==> src/rtl/ct_spsram_ctrl_pkg.sv <==
// rtl/ct_spsram_ctrl_pkg.sv - shared types, defaults and byte-mask expansion for the SRAM access sequencer
package ct_spsram_ctrl_pkg;

    typedef enum logic {
        INIT = 1'b0,
        RUN  = 1'b1
    } state_t;

    localparam int DEF_ADDR_W = 16;
    localparam int DEF_DATA_W = 128;
    localparam int DEF_TAG_W  = 4;

    // Per-bit active-low write enable; every bit stays high (masked) on reads.
    function automatic logic [DEF_DATA_W-1:0] bmask_to_wen(input logic wr,
                                                           input logic [DEF_DATA_W/8-1:0] bmask);
        logic [DEF_DATA_W-1:0] wen;
        for (int i = 0; i < DEF_DATA_W; i++) begin
            wen[i] = ~(wr & bmask[i/8]);
        end
        return wen;
    endfunction

endpackage

==> src/rtl/ct_spsram_ctrl_rspfifo.sv <==
// rtl/ct_spsram_ctrl_rspfifo.sv - registered {tag, data} response FIFO with occupancy count
module ct_spsram_ctrl_rspfifo #(
    parameter int WIDTH = 132,
    parameter int DEPTH = 2,
    localparam int PTR_W = $clog2(DEPTH),
    localparam int CNT_W = PTR_W + 1
) (
    input  logic             clk,
    input  logic             rst,
    input  logic             s_tvalid,
    input  logic [WIDTH-1:0] s_tdata,
    output logic             m_tvalid,
    input  logic             m_tready,
    output logic [WIDTH-1:0] m_tdata,
    output logic [CNT_W-1:0] count
);

    logic [WIDTH-1:0] mem [DEPTH];
    logic [PTR_W-1:0] wr_ptr;
    logic [PTR_W-1:0] rd_ptr;
    logic             do_pop;

    // Overflow is prevented upstream by the credit check, so pushes are unconditional.
    assign do_pop   = m_tvalid && m_tready;
    assign m_tvalid = (count != '0);
    assign m_tdata  = mem[rd_ptr];

    always_ff @(posedge clk) begin
        if (s_tvalid) begin
            mem[wr_ptr] <= s_tdata;
        end
    end

    always_ff @(posedge clk) begin
        if (rst) begin
            wr_ptr <= '0;
            rd_ptr <= '0;
            count  <= '0;
        end else begin
            if (s_tvalid) begin
                wr_ptr <= wr_ptr + PTR_W'(1);
            end
            if (do_pop) begin
                rd_ptr <= rd_ptr + PTR_W'(1);
            end
            count <= count + CNT_W'(s_tvalid) - CNT_W'(do_pop);
        end
    end

endmodule

==> src/rtl/ct_spsram_65536x128_ctrl.sv <==
// rtl/ct_spsram_65536x128_ctrl.sv - request-stream to single-port SRAM sequencer; CT_SPSRAM_CTRL_INIT_EN adds a zeroing sweep after reset
module ct_spsram_65536x128_ctrl
    import ct_spsram_ctrl_pkg::*;
#(
    parameter int ADDR_W    = DEF_ADDR_W,
    parameter int DATA_W    = DEF_DATA_W,
    parameter int TAG_W     = DEF_TAG_W,
    parameter int RSP_DEPTH = 2
) (
    input  logic                CLK,
    input  logic                RST,
    input  logic                req_valid,
    output logic                req_ready,
    input  logic                req_wr,
    input  logic [ADDR_W-1:0]   req_addr,
    input  logic [DATA_W-1:0]   req_wdata,
    input  logic [DATA_W/8-1:0] req_bmask,
    input  logic [TAG_W-1:0]    req_tag,
    output logic                rsp_valid,
    input  logic                rsp_ready,
    output logic [DATA_W-1:0]   rsp_rdata,
    output logic [TAG_W-1:0]    rsp_tag,
    output logic                init_done,
    output logic [ADDR_W-1:0]   sram_A,
    output logic                sram_CEN,
    output logic                sram_GWEN,
    output logic [DATA_W-1:0]   sram_WEN,
    output logic [DATA_W-1:0]   sram_D,
    input  logic [DATA_W-1:0]   sram_Q
);

    localparam int CNT_W = $clog2(RSP_DEPTH) + 1;
    localparam int MW    = DEF_DATA_W / 8;
    localparam logic [CNT_W:0] DEPTH_L = RSP_DEPTH[CNT_W:0];

    state_t              state;
    state_t              state_next;
    logic                accept;
    logic                rd_inflight;
    logic [TAG_W-1:0]    tag_q;
    logic [CNT_W-1:0]    fifo_count;
    logic [CNT_W:0]      used;
    logic [DEF_DATA_W-1:0] wen_full;
`ifdef CT_SPSRAM_CTRL_INIT_EN
    logic [ADDR_W-1:0]   sweep_cnt;
`endif

    // A read holds a credit from acceptance until its data lands in the FIFO.
    assign used      = {1'b0, fifo_count} + {{CNT_W{1'b0}}, rd_inflight};
    assign req_ready = !RST && init_done && (state == RUN) && (used < DEPTH_L);
    assign accept    = req_valid && req_ready;
    assign wen_full  = bmask_to_wen(req_wr, MW'(req_bmask));

    always_comb begin
        state_next = state;
        sram_CEN   = 1'b1;
        sram_GWEN  = 1'b1;
        sram_WEN   = '1;
        sram_A     = '0;
        sram_D     = '0;
`ifdef CT_SPSRAM_CTRL_INIT_EN
        if (state == INIT && sweep_cnt == '1) begin
            state_next = RUN;
        end
`else
        state_next = RUN;
`endif
        if (accept) begin
            sram_CEN  = 1'b0;
            sram_GWEN = ~req_wr;
            sram_WEN  = wen_full[DATA_W-1:0];
            sram_A    = req_addr;
            sram_D    = req_wdata;
        end
`ifdef CT_SPSRAM_CTRL_INIT_EN
        else if (!RST && state == INIT) begin
            sram_CEN  = 1'b0;
            sram_GWEN = 1'b0;
            sram_WEN  = '0;
            sram_A    = sweep_cnt;
            sram_D    = '0;
        end
`endif
    end

    always_ff @(posedge CLK) begin
        if (RST) begin
`ifdef CT_SPSRAM_CTRL_INIT_EN
            state     <= INIT;
            sweep_cnt <= '0;
`else
            state     <= RUN;
`endif
            init_done   <= 1'b0;
            rd_inflight <= 1'b0;
            tag_q       <= '0;
        end else begin
            state       <= state_next;
            init_done   <= (state_next == RUN);
            rd_inflight <= accept && !req_wr;
            if (accept && !req_wr) begin
                tag_q <= req_tag;
            end
`ifdef CT_SPSRAM_CTRL_INIT_EN
            if (state == INIT) begin
                sweep_cnt <= sweep_cnt + ADDR_W'(1);
            end
`endif
        end
    end

    // SRAM Q is valid the cycle after a read is accepted; capture it with its tag.
    ct_spsram_ctrl_rspfifo #(
        .WIDTH (TAG_W + DATA_W),
        .DEPTH (RSP_DEPTH)
    ) u_rspfifo (
        .clk      (CLK),
        .rst      (RST),
        .s_tvalid (rd_inflight),
        .s_tdata  ({tag_q, sram_Q}),
        .m_tvalid (rsp_valid),
        .m_tready (rsp_ready),
        .m_tdata  ({rsp_tag, rsp_rdata}),
        .count    (fifo_count)
    );

endmodule
==> config.mk <==
export PLATFORM = sky130hd
export DESIGN_NAME = ct_spsram_65536x128_ctrl
export DESIGN_NICKNAME = d
export VERILOG_FILES = /design/src/rtl/ct_spsram_ctrl_pkg.sv /design/src/rtl/ct_spsram_ctrl_rspfifo.sv /design/src/rtl/ct_spsram_65536x128_ctrl.sv
export SDC_FILE = /design/constraint.sdc
export NUM_CORES = 1
export LEC_CHECK = 0
export BUFFER_PORTS_ARGS = -buffer_cell sky130_fd_sc_hd__buf_4
export CORE_AREA = 3 3 276 278
export DETAILED_ROUTE_END_ITERATION = 6
export DIE_AREA = 0 0 279 281
export GPL_TIMING_DRIVEN = 0
export MAX_ROUTING_LAYER = met4
export SYNTH_ARGS = -nofsm -noshare
export SYNTH_HDL_FRONTEND = slang
export SYNTH_SLANG_ARGS = --single-unit
==> constraint.sdc <==
create_clock -name CLK -period 8 [get_ports CLK]
set_clock_uncertainty 0.1 [all_clocks]
set_input_delay 0.4 -clock CLK [delete_from_list [all_inputs] [get_ports CLK]]
set_output_delay 0.4 -clock CLK [all_outputs]
set_load 0.005 [all_outputs]
==> results.yml <==
global_route:
  grt_pass1_wl_um: 73500
  grt.total_usage_pct: 13.6
  grt_pass1_vias: 9940
  grt_max_degree: 63
  antenna_found_initial: 15
  grt_overflow_total: 0
sta:
  tightest_slew_ns: 0.875
  slew_viol_final: 0
  setup_violations: 0
  finalCritPeriodShare_pct: 48.3
  whs_ns: 0.0482
  post-route-min-period_ns: 3.87
  finalHoldViolCount: 0
  max-slew-margin-rel_pct: 41.7
  fmax_ghz: 0.259
  rsz0062_at_grt: "no"
cells_and_area:
  design_area_sq_mm: 0.0208
  final_common_cell: "buf_4"
  areaGrowthSynthToFinish_pct: 75.4
  fin_nets: 1925
  drive_above_1_share_pct: 61.7
  final_cell_mix: "buf_4 (817), edfxtp_1 (264), and2_1 (145)"
  final_cells: 2623
  multiInputGateArea_sq_mm: 0.00271
  regArea_sq_mm: 0.00815
  fillCellCount: 7610
clock_network:
  clock-sinks: 275
  cts_root_buf: "clkbuf_16"
  cts_resized: 0
  cts_hold_repair.buffers: 133
  cts_tree: "done"
  htreeDepth: 1
  cts_buffer_depth: 3
  cts_setup_buffers: 0
  clock_latency_ns: 0.56
  clkSlewWorstSetupHoldPaths_ns: 0.06
  numCtsBuffers: 30
synth:
  synth.area.top_cells: "edfxtp_1 (67%), mux2_2 (13%), and2_1 (7.7%)"
  synth_top_area_cell: "edfxtp_1"
  synth.ff_latch_count: 275
  netlist.area_leader.share_pct: 66.9
  yosys_warnings: 0
  syn_area_per_cell_sq_um: 15.8
  synthCells: 750
  synth_seq_area_share_pct: 68.7
  synth.distinct_cells: 26
  syn_nets: 1049
  syn_area_sq_mm: 0.0119
placement:
  dpl.hpwl_um: 46100
  place_inst: 2430
  dpl_cell_area_sq_mm: 0.0185
  io_buffers: 705
  gp_congestion: 1.00
die:
  die_h_um: 281
  num_rows: 100
  start_util_pct: 16.0
  fp.dieW_um: 279
  die-area_sq_mm: 0.0784
  core-area_sq_mm: 0.0742
  ios: 706
worst_setup_path:
  critPathCaptureType: "output pin"
  required_ns: 7.50
  worstPathArrival_ns: 3.37
  timing_worst_setup_path_type: "register to output pin"
  cp_max_fo: 10
  start_kind: "register"
  r2r_cells: 3
routing:
  drcViolationCount: 0
  drt_iter0_drc: 396
  wirelength_um: 55100
  antenna_left: 0
  dr.pass1.iters: 4
  dr_total_vias: 9409
  via_per_inst: 3.59
  avgRoutedWirePerCell_um: 21.0
pwr:
  powerDensity_mw_per_mm2: 204
  leakage_nw: 8.54
  vdd_drop_max_v: 0.000101
worst_hold_path:
  min_path_type: "input port to register"
  holdPathStages: 3
run_status:
  status: "finished, final reports clean"
job:
  cap_viol_max_count: 0
-- worst paths after layout --
kind                                               startpoint  slack [ns]                              end
worst max-delay path            u_rspfifo.count[1]$_SDFF_PP0_        4.13                     sram_WEN[69]
worst min register to register          tag_q[1]$_SDFFE_PP0P_        0.35  u_rspfifo.mem[0][129]$_DFFE_PP_
worst max register to register         rd_inflight$_SDFF_PP0_        5.90   u_rspfifo.mem[0][14]$_DFFE_PP_
worst min-delay path                                      RST        0.05                         register
-- cell usage after synthesis --
| library cell | instances |
|---|---|
| mux2i_1 | 1 |
| edfxtp_1 | 264 |
| and2b_1 | 4 |
| nor2_1 | 5 |
| or2_2 | 1 |
| o21a_1 | 1 |
| nor4b_4 | 1 |
| ha_1 | 2 |
| and2_1 | 146 |
| nor2b_1 | 1 |
| or3b_4 | 1 |
| nand2_1 | 19 |
| xnor2_1 | 3 |
| clkbuf_1 | 21 |
| xor2_1 | 1 |
| inv_1 | 5 |
| buf_2 | 9 |
| mux2_2 | 135 |
| and3_1 | 1 |
| dfxtp_1 | 11 |
| clkbuf_2 | 1 |
| and4_1 | 1 |
| buf_1 | 2 |
| nor3b_1 | 1 |
| buf_6 | 1 |
| buf_4 | 112 |
-- power by group --
group,switching (mW),total [mW],internal (mW)
sequential,0.0163,1.64,1.62
clock,0.560,1.34,0.778
combinational,0.553,1.27,0.716
total,1.13,4.25,3.12
-- cell families (layout without fill, tap and decap cells) --
kind of cell    after synthesis  after routing  share of synthesized area, %
compound gates                1              1                        0.0633
xor+xnor                      4              4                         0.296
fa+ha+maj                     2              2                         0.211
buf+inv                     151           1047                          8.50
flops                       275            275                          68.7
mux                         136            136                          12.9
other cells                   0              8                             0
simple gates                181            181                          9.31
-- per-layer routing --
metal / GRT usage, % / vias to the layer above / wire length (um) / part of all wire, %
met4: 5.78 / 0 / 3100 / 5.6
met3: 3.67 / 86 / 4050 / 7.4
li1: - / 4313 / - / -
met5: - / - / 0 / 0
met2: 25.7 / 435 / 29600 / 54
met1: 12.9 / 4575 / 18300 / 33
-- worst max-delay path: stages (launching register included) --
cell      delay (ns)
dfxtp_1         0.36
nor3b_1         0.22
and4_1          0.21
clkbuf_1        0.51
clkbuf_1        0.56
nand2_1         0.51
buf_4           0.29
buf_4           0.13
-- through the flow --
step	worst slack [ns]	utilization, %	total power, mW	setup TNS, ns
detailed placement	4.44	24.9	2.91	0
finish	4.13	28.0	4.25	0
global route	3.98	28.0	4.46	0
global placement	-2.83	24.7	2.90	-369.13
floorplan	1.06	-	2.19	0
CTS	3.99	28.0	4.34	0
-- flip-flops by register name (all words and copies together), names as in the netlist, named ones only --
signal	cells
u_rspfifo.rd_ptr	1
u_rspfifo.wr_ptr	1
rd_inflight	1
u_rspfifo.count	2
init_done	1
tag_q	4
u_rspfifo.mem	264
-- layout make-up --
| cell class | count | share of cell area (%) |
|---|---|---|
| Sequential cell | 275 | 39.2 |
| Timing Repair Buffer | 844 | 32.5 |
| Multi-Input combinational cell | 324 | 13.0 |
| Tap cell | 969 | 5.83 |
| Buffer | 146 | 4.75 |
| Clock buffer | 34 | 3.68 |
| Clock inverter | 18 | 0.854 |
| Antenna cell | 8 | 0.0962 |
| Inverter | 5 | 0.0902 |
Power figures use the tool's default switching activity.
